==> src/rtl/mem_arbiter.sv <==
// Two-port memory arbiter: instruction fetch and data port share one memory
// controller, with alternating tie-break and a wait-cycle timeout.
//
// state  | meaning
// IDLE   | no transaction; arbitrate among eligible requesters
// GNT_IF | fetch owns the memory bus, waiting for mem_ack or timeout
// GNT_D  | data port owns the memory bus, waiting for mem_ack or timeout
module mem_arbiter #(
    parameter int unsigned TIMEOUT = 64
) (
    input  logic        clk,
    input  logic        rst_n,
    input  logic        if_req,
    input  logic [31:0] if_addr,
    output logic [31:0] if_rdata,
    output logic        if_valid,
    input  logic        d_req,
    input  logic        d_wr,
    input  logic [31:0] d_addr,
    input  logic [31:0] d_wdata,
    output logic [31:0] d_rdata,
    output logic        d_valid,
    output logic        mem_req,
    output logic        mem_wr,
    output logic [31:0] mem_addr,
    output logic [31:0] mem_wdata,
    input  logic [31:0] mem_rdata,
    input  logic        mem_ack,
    output logic        bus_err,
    output logic        stall
);

    typedef enum logic [1:0] {IDLE, GNT_IF, GNT_D} state_t;

    localparam logic [7:0] WAIT_LAST = 8'(TIMEOUT - 1);

    state_t     state, state_nxt;
    logic [7:0] wait_cnt;
    logic       last_d;
    logic       if_cand, d_cand;
    logic       grant_if, grant_d, finish, timed_out;

    // A port whose valid is high this cycle is completing and must not re-arbitrate.
    assign if_cand = if_req & ~if_valid;
    assign d_cand  = d_req & ~d_valid;
    assign stall   = (if_req & ~if_valid) | (d_req & ~d_valid);

    always_ff @(posedge clk or negedge rst_n) begin
        if (!rst_n) state <= IDLE;
        else        state <= state_nxt;
    end

    always_comb begin
        state_nxt = state;
        grant_if  = 1'b0;
        grant_d   = 1'b0;
        finish    = 1'b0;
        timed_out = 1'b0;
        case (state)
            IDLE: begin
                if (d_cand && (!if_cand || !last_d)) begin
                    grant_d   = 1'b1;
                    state_nxt = GNT_D;
                end else if (if_cand) begin
                    grant_if  = 1'b1;
                    state_nxt = GNT_IF;
                end
            end
            GNT_IF, GNT_D: begin
                if (mem_ack) begin
                    finish = 1'b1;
                end else if (wait_cnt == WAIT_LAST) begin
                    finish    = 1'b1;
                    timed_out = 1'b1;
                end
                if (finish) state_nxt = IDLE;
            end
            default: state_nxt = IDLE;
        endcase
    end

    always_ff @(posedge clk or negedge rst_n) begin
        if (!rst_n) begin
            wait_cnt  <= 8'd0;
            last_d    <= 1'b0;
            mem_req   <= 1'b0;
            mem_wr    <= 1'b0;
            mem_addr  <= 32'd0;
            mem_wdata <= 32'd0;
            if_valid  <= 1'b0;
            d_valid   <= 1'b0;
            bus_err   <= 1'b0;
            if_rdata  <= 32'd0;
            d_rdata   <= 32'd0;
        end else begin
            if_valid <= finish && (state == GNT_IF);
            d_valid  <= finish && (state == GNT_D);
            bus_err  <= timed_out;

            if (grant_if || grant_d)
                wait_cnt <= 8'd0;
            else if (state != IDLE && !mem_ack)
                wait_cnt <= wait_cnt + 8'd1;

            if (grant_d) begin
                last_d    <= 1'b1;
                mem_req   <= 1'b1;
                mem_wr    <= d_wr;
                mem_addr  <= d_addr;
                mem_wdata <= d_wdata;
            end else if (grant_if) begin
                last_d    <= 1'b0;
                mem_req   <= 1'b1;
                mem_wr    <= 1'b0;
                mem_addr  <= if_addr;
                mem_wdata <= 32'd0;
            end else if (finish) begin
                mem_req <= 1'b0;
                mem_wr  <= 1'b0;
            end

            // Writes and timeouts return zero read data.
            if (finish && state == GNT_IF)
                if_rdata <= timed_out ? 32'd0 : mem_rdata;
            if (finish && state == GNT_D)
                d_rdata <= (timed_out || mem_wr) ? 32'd0 : mem_rdata;
        end
    end

endmodule

==> config.mk <==
export PLATFORM = sky130hd
export DESIGN_NAME = mem_arbiter
export DESIGN_NICKNAME = d
export VERILOG_FILES = /design/src/rtl/mem_arbiter.sv
export SDC_FILE = /design/constraint.sdc
export NUM_CORES = 1
export LEC_CHECK = 0
export ABC_CLOCK_PERIOD_IN_PS = 2200
export CORE_ASPECT_RATIO = 0.6
export CORE_MARGIN = 4
export CORE_UTILIZATION = 55
export DETAILED_ROUTE_END_ITERATION = 12
export DONT_BUFFER_PORTS = 1
export HOLD_SLACK_MARGIN = 0.02
export PLACE_DENSITY = 0.7
export SYNTH_ARGS = -nofsm -noshare
export SYNTH_HDL_FRONTEND = slang
export SYNTH_SLANG_ARGS = --single-unit
==> constraint.sdc <==
create_clock -name clk -period 2.2 [get_ports clk]
set_input_delay 0.33 -clock clk [delete_from_list [all_inputs] [get_ports clk]]
set_output_delay 0.33 -clock clk [all_outputs]
set_load 0.03 [all_outputs]
==> results.yml <==
routing:
  routedWlPerCell_um: 24.68
  remaining_drc_errors: 0
  drtPass1Iterations: 5
  drt-initial-drc-count: 303
  num_vias: 5007
  vias_per_cell: 6.685
  drt-total-wl_mm: 18.49
  ant_nets: 0
clock_tree:
  cts.clk_slew.worst_paths_ns: 0.06
  post_cts_buffers: 0
  h-tree-depth: 4
  cts_resized: 0
  numCtsBuffers: 17
  cts_root_buffer: "clkbuf_16"
  tritoncts: "built"
  clockBufferDepth: 2
  insertion_delay_ns: 0.41
  clkSinkCount: 144
power_and_ir_drop:
  powerDensity_nw_per_um2: 1654
  leakagePower_nw: 3.166
  power.internal_mw: 6.876
  p_sw_mw: 5.490
  pwr-share-clk: 0.231
  p_sw_frac: 0.4439
  seqPwrFrac: 0.500
  p_comb_frac: 0.269
  irDropWorstVdd_uv: 766.7
place:
  post-dp-hpwl_mm: 12.49
  place_inst: 717
  numPortBuffers: 0
  gp_congestion: 0.8899
  place_ws_ns: 0.3207
logic_synthesis:
  synth-seq-area-share: 0.5346
  syn_avg_cell_area_um2: 11.29
  synth-edff-count: 0
  synth_top_cells_by_area: "dfrtp_1 53%, a2bb2oi_1 8.3%, o21ai_0 5.4%"
  synth_top_area_frac: 0.5346
  synth-async-reset-ratio: 1.000
  ys_warn_count: 0
  synth_nets: 735
  ys.flop_type: "dfrtp_1"
  netlist.top_cell.by_area: "dfrtp_1"
  syn_inst: 597
  ys_seq_elements: 144
  synth_cell_type_count: 42
  netlist_area_um2: 6740
timing:
  tightest_slew_ns: 0.4729
  fmax_mhz: 519.0
  period_minus_slack_ns: 1.927
  final.period_utilization: 0.8759
  setup_viol: 0
  hold_viol: 144
  rsz0062_at_grt: "false"
  setup_tns_ns: 0
  layout_setup_ws_ns: 0.2731
  holdWs_ns: -0.3904
  fin_skew_ns: 0.01093
  slew_viol_final: 0
  slew_headroom: 0.6841
worst_setup_path:
  critPathMaxFanout: 5
  crit_family: "simple AND/OR/NAND/NOR gates"
  crit_arrival_ns: 1.60
  cp_slowest_cell: "dfrtp_1"
  required_ns: 1.87
  critPathMaxStageDelay_ns: 0.57
  cp_cell_sequence: "nand2b_1 -> nand2_1"
  path_buf_inv: 0
  critPathCaptureType: "output port"
  start_kind: "flop"
  worstSetupPathType: "reg2out"
global_routing:
  grt_pass1_vias: 4983
  grt_pass1_wl_mm: 28.32
  antenna_found_initial: 0
  grt_start_max_net_pins: 145
  track_usage: 0.2554
  grt_remaining_overflow: 0
cells_and_area:
  diodes: 0
  layout-drive-gt1-share: 0.1087
  final_cells: 749
  area_delta_synth_final_pct: 10.95
  final_nets: 714
  layout_commonest_cell: "dfrtp_1"
  mostFrequentLayoutCells: "144 x dfrtp_1, 72 x o21ai_0, 64 x a2bb2oi_1"
die:
  die_area_um2: 14150
  ioPinCount: 268
  die_h_um: 93.75
  core_area_um2: 11640
  start_util: 0.5792
  die_w_um: 150.9
  fp-row-count: 30
flow_run:
  cap_violations: 0
status:
  violations: "negative hold slack"
  status: "finished, violations left"
worst_hold_path:
  worstHoldPathType: "in2async"
-- metrics by stage --
step	util	power (mW)	area, µm²
2_1_floorplan	-	8.565	6740
4_1_cts	0.6427	12.41	7478
3_5_place_dp	0.5923	9.541	6892
5_1_grt	0.6427	13.02	7478
6_report	0.6427	12.37	7478
3_3_place_gp	0.5923	9.385	6892
-- registers in the layout (all words and copies together) (netlist names) --
register and cells:
mem_wr 1, d_rdata 32, mem_req 1, mem_addr 32, bus_err 1, if_valid 1
d_valid 1, wait_cnt 8, if_rdata 32, state 2, mem_wdata 32, last_d 1
-- worst paths after layout --
check / startpoint / to / slack [ns] / cells after the start
max: if_valid / stall / 0.27 / 2
min: rst_n / if_rdata[17] / -0.39 / 0
max reg2reg: state[0] / d_rdata[22] / 0.28 / 6
min reg2reg: last_d / last_d / 0.56 / 1
max in group asynchronous: rst_n / mem_addr[23] / 2.28 / 0
min in group clk: mem_rdata[0] / if_rdata[0] / 0.05 / 2
-- area by class of cell --
| type | instances | area (µm²) |
|---|---|---|
| fill | 885 | 4158 |
| sequential | 144 | 3603 |
| multi-input combinational | 356 | 2749 |
| clock buffer | 19 | 432.9 |
| timing repair buffer | 20 | 200.2 |
| tap | 160 | 200.2 |
| clock inverter | 13 | 153.9 |
| inverter | 37 | 138.9 |
-- power groups by stage --
stage	Sequential [mW]	Clock, mW	Combinational (mW)
6_report	6.18	2.86	3.33
5_1_grt	6.29	3.04	3.68
4_1_cts	6.20	2.90	3.31
3_5_place_dp	6.22	0	3.32
3_3_place_gp	6.22	0	3.16
2_1_floorplan	5.90	0	2.66
-- routing by layer --
metal  track usage  part of all wire
met1        0.3408              0.41
met2        0.3840              0.46
met3        0.1090              0.12
met4       0.07014             0.012
met5             0                 0
-- Yosys cell counts (2+ instances only) --
master and count:
dfrtp_1 144, o21ai_0 73, a2bb2oi_1 64, clkbuf_1 37, inv_1 36, nor2b_1 34
and3b_1 33, a221o_1 32, a221oi_1 32, a22o_1 32, buf_2 19, a21oi_1 6
nand2_1 5, buf_6 4, ha_1 4, or3_1 4, nand2b_1 3, nor2_1 3
o211ai_1 3, a211o_1 2, a21o_1 2, and2_2 2, nand3_1 2, nand4_1 2
nand4bb_1 2
-- logic make-up after synthesis --
kind of cell	synth area share
xor+xnor	0.001300
fa+ha+maj	0.007426
buf+inv	0.06200
compound gates	0.2864
simple gates	0.1082
flops	0.5346
(Power assumes the default switching activity.)
